$ cat src/rtl/down_counter_timer_pkg.sv
// Shared types and defaults for the loadable down-counter timer.
package down_counter_timer_pkg;

    localparam int DEFAULT_WIDTH = 4;

    typedef enum logic {
        IDLE = 1'b0,
        RUN  = 1'b1
    } state_e;

endpackage

$ cat src/rtl/sub_bout.sv
// WIDTH-bit subtract with borrow-out: O = I0 - I1, BOUT set when I1 > I0.
// Purely combinational, zero latency, no flow control.
// Borrow counterpart of the adder with carry-out.
module sub_bout #(
    parameter int WIDTH = 4
) (
    input  logic [WIDTH-1:0] I0,
    input  logic [WIDTH-1:0] I1,
    output logic [WIDTH-1:0] O,
    output logic             BOUT
);

    logic [WIDTH:0] diff;

    // The extra top bit catches the borrow out of the WIDTH-bit difference.
    assign diff = {1'b0, I0} - {1'b0, I1};
    assign O    = diff[WIDTH-1:0];
    assign BOUT = diff[WIDTH];

endmodule

$ cat src/rtl/down_counter_timer.sv
// Loadable down-counter: counts enabled cycles to zero, pulses BOUT on borrow, one-shot or periodic.
// Load visible on O one cycle after the accepting edge; BOUT high the cycle after the borrow edge.
// LOAD_READY only while IDLE; LOAD_VALID is ignored (must be held) while RUN.
module down_counter_timer
    import down_counter_timer_pkg::*;
#(
    parameter int WIDTH = DEFAULT_WIDTH
) (
    input  logic             CLK,
    input  logic             RESETN,
    input  logic             LOAD_VALID,
    output logic             LOAD_READY,
    input  logic [WIDTH-1:0] LOAD_DATA,
    input  logic             PERIODIC,
    input  logic             EN,
    output logic [WIDTH-1:0] O,
    output logic             BOUT,
    output logic             BUSY
);

    state_e           state_q, state_d;
    logic [WIDTH-1:0] count_q, count_d;
    logic [WIDTH-1:0] reload_q, reload_d;
    logic             mode_q, mode_d;
    logic             bout_q, bout_d;

    logic [WIDTH-1:0] dec_val;
    logic             dec_borrow;

    sub_bout #(
        .WIDTH (WIDTH)
    ) u_sub_bout (
        .I0   (count_q),
        .I1   (WIDTH'(1)),
        .O    (dec_val),
        .BOUT (dec_borrow)
    );

    always_comb begin
        state_d  = state_q;
        count_d  = count_q;
        reload_d = reload_q;
        mode_d   = mode_q;
        bout_d   = 1'b0;
        case (state_q)
            IDLE: begin
                if (LOAD_VALID) begin
                    count_d  = LOAD_DATA;
                    reload_d = LOAD_DATA;
                    mode_d   = PERIODIC;
                    state_d  = RUN;
                end
            end
            RUN: begin
                if (EN) begin
                    if (dec_borrow) begin
                        bout_d = 1'b1;
                        // One-shot parks at zero rather than wrapping to all-ones.
                        if (mode_q) begin
                            count_d = reload_q;
                        end else begin
                            state_d = IDLE;
                        end
                    end else begin
                        count_d = dec_val;
                    end
                end
            end
            default: state_d = IDLE;
        endcase
    end

    always_ff @(posedge CLK or negedge RESETN) begin
        if (!RESETN) begin
            state_q  <= IDLE;
            count_q  <= '0;
            reload_q <= '0;
            mode_q   <= 1'b0;
            bout_q   <= 1'b0;
        end else begin
            state_q  <= state_d;
            count_q  <= count_d;
            reload_q <= reload_d;
            mode_q   <= mode_d;
            bout_q   <= bout_d;
        end
    end

    assign O          = count_q;
    assign BOUT       = bout_q;
    assign BUSY       = (state_q == RUN);
    assign LOAD_READY = (state_q == IDLE);

endmodule

$ cat config.mk
export PLATFORM = sky130hd
export DESIGN_NAME = down_counter_timer
export DESIGN_NICKNAME = d
export VERILOG_FILES = /design/src/rtl/down_counter_timer_pkg.sv /design/src/rtl/sub_bout.sv /design/src/rtl/down_counter_timer.sv
export SDC_FILE = /design/constraint.sdc
export NUM_CORES = 1
export LEC_CHECK = 0
export BUFFER_PORTS_ARGS = -buffer_cell sky130_fd_sc_hd__buf_2
export CAP_MARGIN = 30
export CORE_MARGIN = 2
export CORE_UTILIZATION = 44
export DETAILED_ROUTE_END_ITERATION = 16
export HOLD_SLACK_MARGIN = 0.15
export PLACE_DENSITY_LB_ADDON = 0.25
export SLEW_MARGIN = 20
export SYNTH_ARGS = -nofsm -noshare
export SYNTH_HDL_FRONTEND = slang
export SYNTH_SLANG_ARGS = --single-unit
$ cat constraint.sdc
create_clock -name CLK -period 1.4 [get_ports CLK]
set_clock_uncertainty 0.1 [all_clocks]
set_input_delay 0.21 -clock CLK [delete_from_list [all_inputs] [get_ports CLK]]
set_output_delay 0.21 -clock CLK [all_outputs]
set_load 0.05 [all_outputs]
# == Yosys cells after proc, flatten, opt, wreduce, memory -nomap -nowiden ==
# Index checks and enable logic that the tools add are counted.
# W data, S select, Z words.
# word_totals
regBits,11
latchBits,0
ram_bits,0
mem_bits_ro,0
inputBits,9
output_inout_bits,7
wordCells,25
mem_count,0
# classes
n_addsub,1
n_mul,0
div_mod_pow,0
magnitude_cmp,0
n_eq_ne,3
shifts,0
mux,13
n_bitwise,1
reduce_logical,2
# op_table
operator,n
$mux W4,4
$pmux W4 S2,1
$mux W1,7
$sub A4 B1 Y5 const B,1
$ne A2 B2 Y1 const B,2
$ne A3 B3 Y1 const B,1
$reduce_and A3 Y1,1
$pmux W1 S2,1
$reduce_and A2 Y1,1
$not A1 Y1,1

# == Depth between registers and ports, before layout ==
# logic_depth
word_depth,4
depth_mapped,5
mapped_depth_nobuf,5

# == Cells and area by module ==
# From an unflattened synthesis, not the netlist that was laid out.
# unflattened
hier_cells,61
area_unflattened_um2,658.1
# modules_own_cells
module,instances,cells_per_inst,area_each_um2,seq_area_each_um2
down_counter_timer,1,43,520.5,275.3
sub_bout,1,18,137.6,0.0

# == Worst setup path before layout ==
# No wires, ideal clock.
# synth_path
kind,flip-flop to flip-flop
start,reg count_q[0] (netlist: O[0])
end,reg count_q[0] (netlist: O[0])
setup_time_ns,0.122
t_arrival_ns,1.601
required_ns,1.178
slack_ns,-0.423
stages_incl_launch_ff,6
path_buffers,0
period_less_slack_ns,1.823
path_cell_list,dfrtp_1 > inv_1 > ha_1 > nor4b_2 > a21o_1 > a32o_1
# synth_via
elab_chain_cells,4
word_cells_on_any_way,6
classes_between,add/sub (1); eq/ne (1); mux (3); reduce/logical (1)
# synth_lines
item,line,text
"start, declared",down_counter_timer.sv:22,"logic [WIDTH-1:0] count_q, count_d;"
"start signal, assigned",down_counter_timer.sv:82,count_q <= count_d;
$sub A4 B1 Y5 (*),sub_bout.sv:16,"assign diff = {1'b0, I0} - {1'b0, I1};"
$mux W4,down_counter_timer.sv:56,if (dec_borrow) begin
$mux W4,down_counter_timer.sv:55,if (EN) begin
$pmux W4 S2,down_counter_timer.sv:45,case (state_q)
# Every way passes the cells marked *; elsewhere a longest branch is shown, timed or not. The select of a mux whose other input is x is not followed.
# A chain may end at the register's enable or synchronous reset.

# == Worst setup path in the final report ==
# Ends and elaborated chain as after synthesis.

==> metrics <==
status finished, violations left; failing checks setup timing; die area 0.00166 mm²; synth cell count leaders dfrtp_1 (11), inv_1 (5), mux2_2 (5), nor2_1 (5), nand2b_1 (4); worst vdd ir 1.42 mV; Max Slew Vio Count 0; # DRC 0; initial antenna violation count 0; crit path max fanout 4; Synth warnings 0; largest net degree at the start of global routing 12; RSZ-0062 raised after global routing yes; Worst Reg2Reg Path Length in Cells 5; H-tree Lvls 1; TritonCTS clock tree done; routed length per placed instance 15.6 µm; pre-CTS WS -0.0777 ns; Synth area leaders dfrtp_1 (46%), mux2_2 (9.5%), nand2b_1 (4.2%), inv_1 (3.2%), nor2_1 (3.2%); Num CTS Buffers 3; design area 0.00107 mm²; DP HPWL 991 µm; CTS Sinks 11; nets 111; GRT overflow 0; Setup CP Type reg -> reg; PwrDens 2100 mW/mm²; First-pass DRT Iterations 4; count of cell types in the netlist 25; area of the multi-input gates approximately 380 µm²; maximum clock path buffer count 2; Syn Nets 66; Vias a little over 600; CP Data Arrival Time ~1.6 ns; CP endpoint kind flip-flop; Hold Slack approximately 0.23 ns; Yosys top cell area share between 40% and 50%; Final Worst Setup Slack -0.117 ns; class of the worst hold path in -> async; site row count 13; TNS Setup -0.312 ns; CP startpoint kind flip-flop; min cycle time layout between 1.5 and 2 ns; ys flop type dfrtp_1; DP Area ~800 µm²; Synth area leader dfrtp_1; Setup violations, final 4; Post-Synthesis Cells 56; final critical-path share of the clock period 108%; num ports 16; Post-synth EDFFs 0; LEAKAGE 0.492 nW; ys async rst share between 90% and 100%; WL final 1800 µm; register area share after synthesis ~46%; gpl congestion around 0.8; Max Clock Freq 659 MHz; vias in the first global route roughly 580; n_diodes 0; Syn Std Cell Area 593 µm²; Die X 40.7 µm; worst reg2reg setup slack -0.12 ns; worst skew pair latency ~0.27 ns; actual slew at the worst max-slew pin roughly 0.25 ns; MaxCap Viol Count 0; area grow syn2layout 80.2%; Mean Syn Cell Area between 10 and 15 µm²; DR vias/cell around 5.4; DRT antenna net count 0; Root Driver clkbuf_4; drt initial violations 9; Die H 40.7 µm; register area 282 µm²; Crit path required time approximately 1.5 ns; Total GRT Usage 23.3%; Filler cells 80; Core ar. roughly 0.0013 mm²; #FFs+latches synth 11; initial core utilization ~46%; Hold Vio Cnt, Final 0; first-pass GRT wire length 2470 µm; port bufs 15; layout cell share with drive strength beyond 1 ~64%; top-count cell post-synth dfrtp_1; Slew headroom slightly above 80%; clock slew at reported path FFs approximately 0.08 ns
==> final timing paths <==
path | from | to
max | O[0]$_DFFE_PN0P_ | O[0]$_DFFE_PN0P_
min | RESETN | reload_q[1]$_DFFE_PN0P_
max reg2reg | O[0]$_DFFE_PN0P_ | O[0]$_DFFE_PN0P_
min reg2reg | reload_q[1]$_DFFE_PN0P_ | reload_q[1]$_DFFE_PN0P_
max in group asynchronous | RESETN | O[3]$_DFFE_PN0P_
min in group CLK | EN | O[0]$_DFFE_PN0P_
==> logic make-up after synthesis <==
kind of cell | count (synthesis) | share of synthesized area [%]
compound gates | 13 | 17.3
fa+ha+maj | 1 | 2.11
buf+inv | 7 | 4.85
flops | 11 | 46.4
mux | 6 | 11.2
simple gates | 18 | 18.1
==> flip-flops by register name (all words and copies together) (netlist names) <==
signal,flops
O,4
BOUT,1
reload_q,4
BUSY,1
mode_q,1
==> cells in the final DEF, fill, tap and decap left out, types with 3 or more instances in the layout <==
master          n
buf_4          16
buf_2          12
dlygate4sd3_1   8
dfrtp_1         6
dfrtp_2         5
nor2_1          5
mux2_2          5
clkbuf_4        4
nand2b_1        3
buf_6           3
==> where the power goes <==
group / switching, mW / leakage, nW / internal (mW) / total, mW
combinational: 0.702 / 0.350 / 0.716 / 1.42
sequential: 0.143 / 0.126 / 0.465 / 0.607
clock: 0.112 / 0.0150 / 0.110 / 0.222
==> layer usage <==
layer / part of all wire [%] / routed length [µm] / global-route usage, % / vias to the layer above
li1: - / - / - / 292
met1: 42 / 753 / 26.2 / 310
met2: 55 / 997 / 43.7 / 14
met3: 2.7 / 48 / 5.43 / 0
met4: 0 / 0 / 5.83 / 0
met5: 0 / 0 / 0 / -
==> critical path, cell delays in order, from the launching register on <==
cell,delay (ns)
dfrtp_2,0.44
inv_2,0.08
ha_4,0.15
nor4b_4,0.24
nand2_1,0.14
a32o_2,0.27
==> layout make-up <==
type | instances | share of cell area [%]
Multi-Input combinational cell | 38 | 35.8
Tap cell | 15 | 1.76
Sequential cell | 11 | 26.3
Clock buffer | 4 | 2.46
Inverter | 5 | 2.11
Timing Repair Buffer | 42 | 31.5
==> stage by stage <==
stage / cells / util (%) / total power, mW
floorplan: 56 / - / 1.36
detailed placement: 94 / 62.3 / 1.67
CTS: 109 / 75.9 / 2.05
global route: 115 / 83.2 / 2.38
global placement: 94 / 62.3 / 1.66
finish: 115 / 83.2 / 2.25
==> what timing repair did <==
action | 4_1_cts | 5_1_grt
endpoints found under the setup margin | 6 | 14
buffers inserted | 3 | 7
hold buffers | 8 | 0
pin swaps | 5 | 2
endpoints found under the hold margin | 18 | 0
resized for setup | 8 | 12
No activity file was read; power rests on OpenSTA's default activity.
